**src/rtl/sdram_pkg.sv**
```systemverilog
// Shared SDRAM command encodings, controller states and read-tag type
// for the burst reader and its data-alignment pipeline.
package sdram_pkg;

    // Commands are {CS_n, RAS_n, CAS_n, WE_n}
    localparam logic [3:0] CMD_NOP       = 4'b0111;
    localparam logic [3:0] CMD_ACTIVE    = 4'b0011;
    localparam logic [3:0] CMD_READ      = 4'b0101;
    localparam logic [3:0] CMD_BURST_TER = 4'b0110;
    localparam logic [3:0] CMD_PRECHARGE = 4'b0010;

    typedef enum logic [2:0] {
        IDLE,
        ACTIVE,
        WAIT_TRCD,
        READ,
        READ_DATA,
        PRECHARGE,
        WAIT_TRP,
        DONE
    } state_t;

    typedef struct packed {
        logic valid;
        logic first;
        logic last;
    } rd_tag_t;

endpackage

```
**src/rtl/sdram_rd_pipe.sv**
```systemverilog
// Delays word tags by CAS_LAT+1 cycles so they line up with the once-registered
// SDRAM read data; rd_data is forced to zero whenever the tag is not valid.
module sdram_rd_pipe
    import sdram_pkg::*;
#(
    parameter int DATA_W  = 16,
    parameter int CAS_LAT = 3
) (
    input  logic              clk_i,
    input  logic              rst_n_i,
    input  rd_tag_t           tag_i,
    input  logic [DATA_W-1:0] dq_i,
    output logic              rd_valid_o,
    output logic              rd_first_o,
    output logic              rd_last_o,
    output logic [DATA_W-1:0] rd_data_o
);

    rd_tag_t           tag_q [CAS_LAT+1];
    logic [DATA_W-1:0] dq_q;

    always_ff @(posedge clk_i) begin
        if (!rst_n_i) begin
            for (int i = 0; i <= CAS_LAT; i++) begin
                tag_q[i] <= '0;
            end
            dq_q <= '0;
        end else begin
            tag_q[0] <= tag_i;
            for (int i = 1; i <= CAS_LAT; i++) begin
                tag_q[i] <= tag_q[i-1];
            end
            dq_q <= dq_i;
        end
    end

    assign rd_valid_o = tag_q[CAS_LAT].valid;
    assign rd_first_o = tag_q[CAS_LAT].first;
    assign rd_last_o  = tag_q[CAS_LAT].last;
    assign rd_data_o  = tag_q[CAS_LAT].valid ? dq_q : '0;

endmodule

```
**src/rtl/sdram_burst_reader.sv**
```systemverilog
// SDRAM read controller: splits a request into page-bounded full-page bursts,
// each ended by BURST_TERMINATE and closed with PRECHARGE.
module sdram_burst_reader
    import sdram_pkg::*;
#(
    parameter int DATA_W  = 16,
    parameter int BANK_W  = 2,
    parameter int ROW_W   = 12,
    parameter int COL_W   = 8,
    parameter int LEN_W   = 10,
    parameter int CAS_LAT = 3,
    parameter int TRCD    = 2,
    parameter int TRP     = 2
) (
    input  logic                          sys_clk,
    input  logic                          sys_rst_n,
    input  logic                          init_end,
    input  logic                          req_valid,
    output logic                          req_ready,
    input  logic [BANK_W+ROW_W+COL_W-1:0] req_addr,
    input  logic [LEN_W-1:0]              req_len,
    input  logic [DATA_W-1:0]             sdram_dq,
    output logic [3:0]                    cmd_o,
    output logic [BANK_W-1:0]             ba_o,
    output logic [ROW_W-1:0]              addr_o,
    output logic                          rd_valid,
    output logic                          rd_first,
    output logic                          rd_last,
    output logic [DATA_W-1:0]             rd_data,
    output logic                          busy,
    output logic                          done
);

    localparam int               REM_W      = LEN_W + 1;
    localparam int               CNT_W      = LEN_W + 2;
    localparam logic [REM_W-1:0] PAGE_WORDS = REM_W'(1) << COL_W;
    localparam logic [ROW_W-1:0] A10_MASK   = ROW_W'(1 << 10);

    state_t            state_q, state_d;
    logic [BANK_W-1:0] bank_q, bank_d;
    logic [ROW_W-1:0]  row_q, row_d;
    logic [COL_W-1:0]  col_q, col_d;
    logic [REM_W-1:0]  rem_q, rem_d;
    logic [REM_W-1:0]  seg_q, seg_d;
    logic [CNT_W-1:0]  cnt_q, cnt_d;
    logic              first_q, first_d;
    logic [REM_W-1:0]  page_left;
    logic [REM_W-1:0]  seg_now;
    logic [CNT_W-1:0]  last_idx;
    rd_tag_t           tag;

    assign page_left = PAGE_WORDS - REM_W'(col_q);
    assign seg_now   = (rem_q < page_left) ? rem_q : page_left;
    assign last_idx  = CNT_W'(seg_q) + CNT_W'(CAS_LAT - 1);

    always_ff @(posedge sys_clk) begin
        if (!sys_rst_n) begin
            state_q <= IDLE;
            bank_q  <= '0;
            row_q   <= '0;
            col_q   <= '0;
            rem_q   <= '0;
            seg_q   <= '0;
            cnt_q   <= '0;
            first_q <= 1'b0;
        end else begin
            state_q <= state_d;
            bank_q  <= bank_d;
            row_q   <= row_d;
            col_q   <= col_d;
            rem_q   <= rem_d;
            seg_q   <= seg_d;
            cnt_q   <= cnt_d;
            first_q <= first_d;
        end
    end

    always_comb begin
        state_d   = state_q;
        bank_d    = bank_q;
        row_d     = row_q;
        col_d     = col_q;
        rem_d     = rem_q;
        seg_d     = seg_q;
        cnt_d     = cnt_q;
        first_d   = first_q;
        req_ready = 1'b0;
        cmd_o     = CMD_NOP;
        ba_o      = '1;
        addr_o    = '1;
        tag       = '0;
        unique case (state_q)
            IDLE: begin
                req_ready = init_end;
                if (req_valid && init_end) begin
                    {bank_d, row_d, col_d} = req_addr;
                    rem_d   = REM_W'(req_len);
                    first_d = 1'b1;
                    cnt_d   = '0;
                    state_d = (req_len == '0) ? DONE : ACTIVE;
                end
            end
            ACTIVE: begin
                cmd_o   = CMD_ACTIVE;
                ba_o    = bank_q;
                addr_o  = row_q;
                cnt_d   = '0;
                state_d = WAIT_TRCD;
            end
            WAIT_TRCD: begin
                cnt_d = cnt_q + CNT_W'(1);
                if (cnt_q == CNT_W'(TRCD - 1)) begin
                    cnt_d   = '0;
                    state_d = READ;
                end
            end
            // The READ cycle is index 0 and already launches the segment's first word tag
            READ: begin
                cmd_o     = CMD_READ;
                ba_o      = bank_q;
                addr_o    = ROW_W'(col_q) & ~A10_MASK;
                seg_d     = seg_now;
                tag.valid = 1'b1;
                tag.first = first_q;
                tag.last  = (rem_q == REM_W'(1));
                first_d   = 1'b0;
                rem_d     = rem_q - REM_W'(1);
                cnt_d     = CNT_W'(1);
                state_d   = READ_DATA;
            end
            READ_DATA: begin
                if (cnt_q < CNT_W'(seg_q)) begin
                    tag.valid = 1'b1;
                    tag.last  = (rem_q == REM_W'(1));
                    rem_d     = rem_q - REM_W'(1);
                end
                if (cnt_q == CNT_W'(seg_q)) begin
                    cmd_o = CMD_BURST_TER;
                end
                cnt_d = cnt_q + CNT_W'(1);
                if (cnt_q == last_idx) begin
                    state_d = PRECHARGE;
                end
            end
            PRECHARGE: begin
                cmd_o   = CMD_PRECHARGE;
                ba_o    = bank_q;
                addr_o  = '0;
                cnt_d   = '0;
                state_d = WAIT_TRP;
            end
            WAIT_TRP: begin
                cnt_d = cnt_q + CNT_W'(1);
                if (cnt_q == CNT_W'(TRP - 1)) begin
                    cnt_d = '0;
                    if (rem_q != '0) begin
                        col_d = '0;
                        row_d = row_q + ROW_W'(1);
                        if (row_q == '1) begin
                            bank_d = bank_q + BANK_W'(1);
                        end
                        state_d = ACTIVE;
                    end else begin
                        state_d = DONE;
                    end
                end
            end
            DONE: begin
                state_d = IDLE;
            end
            default: begin
                state_d = IDLE;
            end
        endcase
    end

    assign busy = (state_q != IDLE);
    assign done = (state_q == DONE);

    sdram_rd_pipe #(
        .DATA_W  (DATA_W),
        .CAS_LAT (CAS_LAT)
    ) u_rd_pipe (
        .clk_i      (sys_clk),
        .rst_n_i    (sys_rst_n),
        .tag_i      (tag),
        .dq_i       (sdram_dq),
        .rd_valid_o (rd_valid),
        .rd_first_o (rd_first),
        .rd_last_o  (rd_last),
        .rd_data_o  (rd_data)
    );

endmodule

```
**config.mk**
```make
export PLATFORM = sky130hd
export DESIGN_NAME = sdram_burst_reader
export DESIGN_NICKNAME = d
export VERILOG_FILES = /design/src/rtl/sdram_pkg.sv /design/src/rtl/sdram_rd_pipe.sv /design/src/rtl/sdram_burst_reader.sv
export SDC_FILE = /design/constraint.sdc
export NUM_CORES = 1
export LEC_CHECK = 0
export ABC_AREA = 1
export ABC_CLOCK_PERIOD_IN_PS = 3000
export CORE_MARGIN = 4
export CORE_UTILIZATION = 44
export CTS_CLUSTER_DIAMETER = 40
export DETAILED_ROUTE_END_ITERATION = 12
export PLACE_DENSITY = 0.68
export SLEW_MARGIN = 20
export SYNTH_ARGS = -nofsm -noshare
export SYNTH_HDL_FRONTEND = slang
export SYNTH_SLANG_ARGS = --single-unit
```
**constraint.sdc**
```tcl
create_clock -name sys_clk -period 3 [get_ports sys_clk]
set_input_delay 0.6 -clock sys_clk [delete_from_list [all_inputs] [get_ports sys_clk]]
set_output_delay 0.6 -clock sys_clk [all_outputs]
set_load 0.01 [all_outputs]
```
==> metrics.md, run 1 <==
| Metric | Value |
|---|---|
| Result of the run | `finished, final reports clean` |
| Kind of end point of the critical path | `output pin` |
| Ys Warns | `0` |
| Avg WL per Cell | `13.2 um` |
| Final setup skew | `0.00792 ns` |
| WP buf/inv | `2` |
| Flip-flop cell with the highest count after synthesis | `dfxtp_1` |
| Total congestion overflow after global routing | `0` |
| Max-slew headroom at the worst pin | `58.0%` |
| Buffers added on ports | `90` |
| Post-synth EDFFs | `0` |
| Clock tree from TritonCTS | `built` |
| Row cnt | `40` |
| Sequential share of power | `29.0%` |
| Post-route DRC | `0` |
| Clock transition at the registers of the reported paths | `0.07 ns` |
| Part of the total power dissipated in combinational logic | `50.7%` |
| Number of violations of the max-capacitance limit | `0` |
| Initial Utilization | `45.1%` |
| Via count | `5384` |
| Largest net degree at the start of global routing | `53` |
| Tightest hold margin | `0.413 ns` |
| Slack of the worst reg-to-reg path | `0.37 ns` |
| Hold Path Cell Cnt | `2` |
| Antenna fix cells | `0` |
| Layout Area Growth over Synthesis | `24.7%` |
| CTS Hold Buffers Added | `0` |
| Max Fanout on Critical Path | `4` |
| Height of the die | `119 um` |
| Clock sinks | `88` |
| RSZ-0062 raised after global routing | `false` |
| Type of element launching the critical path | `flip-flop` |
| Syn Area/Cell | `6.45 sq um` |
| R2R cell count | `14` |
| Initial antenna violation count | `0` |
| Critical Path RT | `2.40 ns` |
| R2r endpoint | `seg_q[8]$_SDFFE_PN0P_` |
| Setup Viol. Count Final | `0` |
| Number of detailed-route iterations in the first pass | `6` |
| Average vias per placed instance | `4.88` |
| Arr. time, crit path | `2.24 ns` |
| Leakage power figure | `0.00316 uW` |
| Proportion of power drawn by the clock network | `20.4%` |
| Power Density | `809 nW/um^2` |
| Cell internal power dissipation | `3010 uW` |
| Startpoint of the lowest-slack register-to-register path | `col_q[0]$_SDFFE_PN0P_` |
| Post-Route WL | `14600 um` |
| Ordered list of cells on the worst path | `inv_1, ha_1, nand4_1, nor3_1, a41o_1, nand2_1, clkdlybuf4s50_1` |
| Hold Fails Final Rpt | `0` |
| Synthesis-stage register bit count | `88` |
| Pin slew with the least headroom to its limit | `0.626 ns` |
| Final Cycle Share | `94.8%` |
| End point of the worst hold path | `u_rd_pipe.tag_q[3][2]$_SDFF_PN0_` |
| Die boundary width | `119 um` |
| RD Place Congestion | `0.913` |
| Maximum operating frequency | `0.352 GHz` |
| Maximum VDD drop | `908 uV` |
| Top-level port count | `92` |
| Proportion of register bits with asynchronous set or reset after synthesis | `0%` |
| Die ar. | `14200 sq um` |
| Total net switching power | `2480 uW` |
| Minimum clock period | `2.84 ns` |
| CTS Buffer Depth | `2` |
| Area taken by multi-input logic gates | `3000 sq um` |
| Type of the worst setup path | `flip-flop to output pin` |
| Setup TNS Final | `0 ns` |
| Buffer type at the clock tree root | `clkbuf_16` |
| Sequential area share after synthesis | `32.4%` |
| Distinct cell type count of the synthesized netlist | `47` |
| Routed Antenna Nets | `0` |
| First-pass GRT wire length | `24000 um` |
| Number of nets in the synthesized netlist | `923` |
| Clock buffer count from CTS | `9` |
| Number of nets in the finished design | `1010` |
| Final-report max-slew violation count | `0` |
| Highest-delay cell along the critical path | `clkdlybuf4s50_1` |
| Number of design-rule violations left by the first detailed-router iteration | `411` |
| Share of cells above drive strength 1 | `6.30%` |
| Overall global routing resource usage | `20.8%` |
| Fill cell count | `1191` |
| Delay-heaviest family, CP | `buffers and inverters` |
| Netlist Area Pre-Place | `5440 sq um` |
| Clock latency on the worst-skew pair | `0.35 ns` |
| Number of global-route vias before repair | `4894` |
| Net Sw Frac | `45.2%` |
| Post-Syn Instances | `844` |
| HPWL after detailed placement | `11000 um` |
| Placeable Area | `12100 sq um` |
| Startpoint of the lowest-slack hold path | `u_rd_pipe.tag_q[2][2]$_SDFF_PN0_` |
| Area used by sequential logic in the layout | `1760 sq um` |
| Kind of path behind the tightest hold check | `flip-flop to flip-flop` |
| Worst path max stage delay | `0.49 ns` |
| Number of H-tree branching levels | `3` |
layout by cell type (no fill, tap or decap), types with 2 or more instances in the layout:
cell type / instances
nor2_2: 2
ha_1: 27
nor3_1: 14
buf_4: 14
a211oi_1: 2
clkbuf_16: 9
xor2_1: 12
dfxtp_1: 87
a21oi_2: 2
inv_2: 8
inv_4: 2
a31oi_1: 2
nand3_1: 54
nor2_1: 63
inv_1: 129
o22ai_1: 2
nand2_2: 3
inv_8: 3
nand2_1: 239
nor2_4: 3
o21ai_0: 40
o211ai_1: 4
xnor2_1: 2
o31ai_1: 2
a21oi_1: 62
o21ai_1: 13
o221ai_1: 8
clkdlybuf4s50_1: 89
or2_2: 3
nand4_1: 14
cell families (layout without fill, tap and decap cells):
group	Yosys count	count (layout)	share of synthesized area, %
simple gates	398	398	30.9
buf+inv	168	260	12.6
compound gates	147	147	15.4
flops	88	88	32.4
fa+ha+maj	27	27	6.21
xor+xnor	14	14	2.25
other cells	1	1	0.0689
mux	1	1	0.184
repair_timing:
item                                    4_1_cts  5_1_grt
setup buffers                                 0        0
resized for setup                             0        1
endpoints found under the setup margin        0       12
how the worst max path moves through the flow:
| stage | start | to | slack [ns] | cells after the start |
|---|---|---|---|---|
| floorplan | col_q[0]$_SDFFE_PN0P_ | seg_q[3]$_SDFFE_PN0P_ | 0.67 | 14 |
| global placement | col_q[0]$_SDFFE_PN0P_ | seg_q[8]$_SDFFE_PN0P_ | 0.39 | 14 |
| detailed placement | col_q[0]$_SDFFE_PN0P_ | seg_q[8]$_SDFFE_PN0P_ | 0.39 | 14 |
| CTS | state_q[0]$_SDFFE_PN0P_ | addr_o[0] | 0.12 | 6 |
| global route | state_q[0]$_SDFFE_PN0P_ | addr_o[8] | 0.04 | 7 |
| finish | seg_q[9]$_SDFFE_PN0P_ | cmd_o[0] | 0.16 | 7 |
synth_stat cells, drive strengths merged, types with 2 or more instances:
cell type / number / area [sq um]
o21ai: 54 / 274
nor3: 15 / 80.1
a31oi: 2 / 12.5
nand3: 54 / 270
a21oi: 65 / 344
or2: 3 / 18.8
ha: 27 / 338
nand4: 14 / 87.6
a211oi: 2 / 15.0
xnor2: 2 / 17.5
xor2: 12 / 105
nor2: 68 / 283
o22ai: 2 / 12.5
buf: 14 / 103
clkbuf: 14 / 52.6
nand2: 243 / 936
o211ai: 4 / 30.0
o221ai: 8 / 70.1
inv: 139 / 527
o31ai: 2 / 15.0
dfxtp: 88 / 1760
stage by stage:
stage          std cells  instance area, sq um  setup slack (ns)  utilization, %  total power [uW]
2_1_floorplan        844                  5440             0.669               -              3570
3_3_place_gp        1088                  6500             0.388            53.9              4340
3_5_place_dp        1088                  6500             0.393            53.9              4370
4_1_cts             1104                  6790             0.124            56.3              5520
5_1_grt             1104                  6790            0.0360            56.3              5990
6_report            1104                  6790             0.157            56.3              5490
final cells by class:
cell class	instances	share of cell area, %
Multi-Input combinational cell	588	44.1
Tap cell	168	3.10
Sequential cell	88	26.0
Inverter	140	7.81
Clock inverter	7	0.940
Clock buffer	9	3.32
Timing Repair Buffer	104	14.7
worst register-to-register path, stage by stage (launching register included):
cell and delay (ns):
dfxtp_1 0.31, inv_1 0.15, ha_1 0.22, nand3_1 0.12, nor2_1 0.13, nand2_1 0.08
xor2_1 0.18, ha_1 0.27, a21oi_1 0.14, o21ai_0 0.09, nand2_1 0.06, nand3_1 0.07
buf_4 0.20, o21ai_0 0.36, a21oi_1 0.12
power by group through the flow:
stage | logic, uW | registers (uW) | clock network, uW
2_1_floorplan | 2000 | 1560 | 0
3_3_place_gp | 2730 | 1610 | 0
3_5_place_dp | 2760 | 1610 | 0
4_1_cts | 2790 | 1580 | 1150
5_1_grt | 3170 | 1620 | 1190
6_report | 2780 | 1590 | 1120
flip-flops by register name (all words and copies together), names as in the netlist:
| signal | cells |
|---|---|
| cnt_q | 12 |
| row_q | 12 |
| u_rd_pipe.tag_q | 12 |
| rem_q | 11 |
| seg_q | 11 |
| col_q | 8 |
| bank_q | 2 |
| state_q | 3 |
| first_q | 1 |
| u_rd_pipe.dq_q | 16 |
per-layer routing:
| metal | track usage [%] | wire (um) | vias up |
|---|---|---|---|
| met5 | 0 | 0 | - |
| met3 | 5.18 | 783 | 11 |
| met1 | 27.8 | 6820 | 2371 |
| met4 | 4.92 | 174 | 0 |
| met2 | 33.6 | 6800 | 141 |
| li1 | - | - | 2861 |
Note: power is estimated with default switching activity, not from simulation.
==> run 2, diff against run 1 <==
- ABC_CLOCK_PERIOD_IN_PS: 3000 -> 3200
- clock period: 3 -> 3.2 ns (I/O delays scaled with it)
==> metrics.md, run 2 (same netlist as run 1, synthesis figures left out) <==
| Metric | Value |
|---|---|
| Pin slew with the least headroom to its limit | `0.693 ns (was 0.626 ns)` |
| Kind of end point of the critical path | `output pin (unchanged)` |
| RSZ-0062 raised after global routing | `false (unchanged)` |
| Post-Route WL | `14300 um (was 14600 um)` |
| Buffers added on ports | `90 (unchanged)` |
| Setup TNS Final | `0 ns (unchanged)` |
| Routed Antenna Nets | `0 (unchanged)` |
| Overall global routing resource usage | `20.5% (was 20.8%)` |
| Critical path depth | `6 (was 7)` |
| Share of cells above drive strength 1 | `5.70% (was 6.30%)` |
| Arr. time, crit path | `2.44 ns (was 2.24 ns)` |
| Maximum operating frequency | `0.325 GHz` |
| Number of nets in the finished design | `1005 (was 1010)` |
| Max Fanout on Critical Path | `27 (was 4)` |
| Number of H-tree branching levels | `3 (unchanged)` |
| Largest net degree at the start of global routing | `53 (unchanged)` |
| First-pass GRT wire length | `23800 um (was 24000 um)` |
| Delay-heaviest family, CP | `buffers and inverters (unchanged)` |
| Final setup skew | `0.00658 ns (was 0.00792 ns)` |
| Initial antenna violation count | `0 (unchanged)` |
| Height of the die | `119 um (unchanged)` |
| Via count | `5426 (was 5384)` |
| Placeable Area | `12100 sq um (unchanged)` |
| Total congestion overflow after global routing | `0 (unchanged)` |
| Kind of path behind the tightest hold check | `flip-flop to flip-flop (unchanged)` |
| Leakage power figure | `0.00313 uW (was 0.00316 uW)` |
| Clock latency on the worst-skew pair | `0.35 ns (about the same)` |
| Most flops, register | `u_rd_pipe.dq_q (unchanged)` |
| Highest-delay cell along the critical path | `clkdlybuf4s50_1 (unchanged)` |
| Flip-flop count of the largest register after layout | `16 (unchanged)` |
| Type of element launching the critical path | `flip-flop (unchanged)` |
| Buffer type at the clock tree root | `clkbuf_16 (unchanged)` |
| Most used cells in the layout excluding fill and tap cells | `238 x nand2_1, 129 x inv_1, 89 x clkdlybuf4s50_1, 88 x dfxtp_1, 63 x nor2_1 (was 239 x nand2_1, 129 x inv_1, 89 x clkdlybuf4s50_1, 87 x dfxtp_1, 63 x nor2_1)` |
| Clock tree from TritonCTS | `built (unchanged)` |
| Final Cycle Share | `96.2%` |
| Hold Path Cell Cnt | `2 (unchanged)` |
| Minimum clock period | `3.08 ns` |
| Layout Area Growth over Synthesis | `23.9% (was 24.7%)` |
| Pre-CTS setup slack | `0.486 ns (was 0.393 ns)` |
| Top-level port count | `92 (unchanged)` |
| Number of global-route vias before repair | `4938 (was 4894)` |
| Setup Viol. Count Final | `0 (unchanged)` |
| Result of the run | `finished, final reports clean (unchanged)` |
| Most common library cell in the layout ignoring fill and taps | `nand2_1 (unchanged)` |
| Max-slew headroom at the worst pin | `53.5% (was 58.0%)` |
| WP buf/inv | `3 (was 2)` |
| R2R cell count | `14 (unchanged)` |
| Average vias per placed instance | `4.94 (was 4.88)` |
| Ordered list of cells on the worst path | `nand2_2, nor2_4, inv_4, buf_4, o221ai_1, clkdlybuf4s50_1 (was inv_1, ha_1, nand4_1, nor3_1, a41o_1, nand2_1, clkdlybuf4s50_1)` |
| Row cnt | `40 (unchanged)` |
| Power Density | `749 nW/um^2 (was 809 nW/um^2)` |
| Die ar. | `14200 sq um (unchanged)` |
| Clock transition at the registers of the reported paths | `0.06 ns (was 0.07 ns)` |
| Die boundary width | `119 um (unchanged)` |
| Worst path max stage delay | `0.60 ns (was 0.49 ns)` |
| Worst setup slack after layout | `0.122 ns (was 0.157 ns)` |
| Clock sinks | `88 (unchanged)` |
| Initial Utilization | `45.1% (unchanged)` |
| Number of design-rule violations left by the first detailed-router iteration | `401 (was 411)` |
| Final-report max-slew violation count | `0 (unchanged)` |
| RD Place Congestion | `0.855 (was 0.913)` |
| Post-route DRC | `0 (unchanged)` |
| Clock buffer count from CTS | `9 (unchanged)` |
| CTS Hold Buffers Added | `0 (unchanged)` |
| Hold Fails Final Rpt | `0 (unchanged)` |
| Avg WL per Cell | `13.0 um (was 13.2 um)` |
| HPWL after detailed placement | `10700 um (was 11000 um)` |
| Type of the worst setup path | `flip-flop to output pin (unchanged)` |
| Number of detailed-route iterations in the first pass | `7 (was 6)` |
| CTS Buffer Depth | `2 (unchanged)` |
| Critical Path RT | `2.56 ns (was 2.40 ns)` |
| Number of violations of the max-capacitance limit | `0 (unchanged)` |
| Maximum VDD drop | `598 uV (was 908 uV)` |
| Antenna fix cells | `0 (unchanged)` |
run 2: cell types whose count changed in the layout (fill, tap and decap cells not counted), sizes merged:
cell,change
inv,-2
clkbuf,+1
buf,-5
clkinvlp,-1
clkinv,+1
run 2: per-layer routing:
layer	wire, um	global-route usage, %
met5	0	0
met4	190	5.21
met3	840	5.13
met2	6640	32.9
met1	6660	27.5
run 2: metrics by stage:
stage	area (sq um)	total power, uW	hold WS, ns	utilization [%]	instances
finish	6740	5050	0.409	55.9	1098
global route	6740	5520	0.426	55.9	1098
CTS	6740	5070	0.411	55.9	1098
detailed placement	6460	4040	0.396	53.6	1083
global placement	6460	4020	0.392	53.6	1083
floorplan	5440	3350	0.390	-	844
run 2: repair_timing:
item	4_1_cts	5_1_grt
setup endpoints to repair	0	1
endpoints found under the hold margin	0	0
buffers inserted	0	0
gates resized for setup	0	1
run 2: worst reg2reg max path, cell delays in order, from the launching register on:
cell and delay [ns]:
dfxtp_1 0.31, inv_1 0.12, ha_1 0.20, nand3_1 0.11, nor2_1 0.14, nand2_1 0.08, xor2_1 0.20, ha_1 0.28
a21oi_1 0.13, o21ai_0 0.09, nand2_1 0.06, nand3_1 0.41, a21oi_1 0.27, o21ai_0 0.10, a21oi_1 0.14
run 2: worst paths after layout:
path                                      endpoint                             start  slack (ns)
setup / recovery                         addr_o[0]           state_q[0]$_SDFFE_PN0P_        0.12
hold / removal    u_rd_pipe.tag_q[1][2]$_SDFF_PN0_  u_rd_pipe.tag_q[0][2]$_SDFF_PN0_        0.41
setup reg to reg             seg_q[2]$_SDFFE_PN0P_             col_q[0]$_SDFFE_PN0P_        0.47
hold reg to reg   u_rd_pipe.tag_q[1][2]$_SDFF_PN0_  u_rd_pipe.tag_q[0][2]$_SDFF_PN0_        0.41
run 2: layout make-up:
| type | count | area [sq um] |
|---|---|---|
| Tap cell | 168 | 210 |
| Clock inverter | 5 | 40.0 |
| Inverter | 140 | 531 |
| Multi-Input combinational cell | 588 | 3000 |
| Fill cell | 1228 | 5320 |
| Sequential cell | 88 | 1760 |
| Clock buffer | 10 | 239 |
| Timing Repair Buffer | 99 | 963 |
run 2: report_power, final:
part	switching (uW)	leakage (uW)	internal (uW)	total [uW]
sequential	209	0.000720	1300	1500
clock	458	0.000139	550	1010
combinational	1600	0.00227	935	2540
total	2270	0.00313	2780	5050
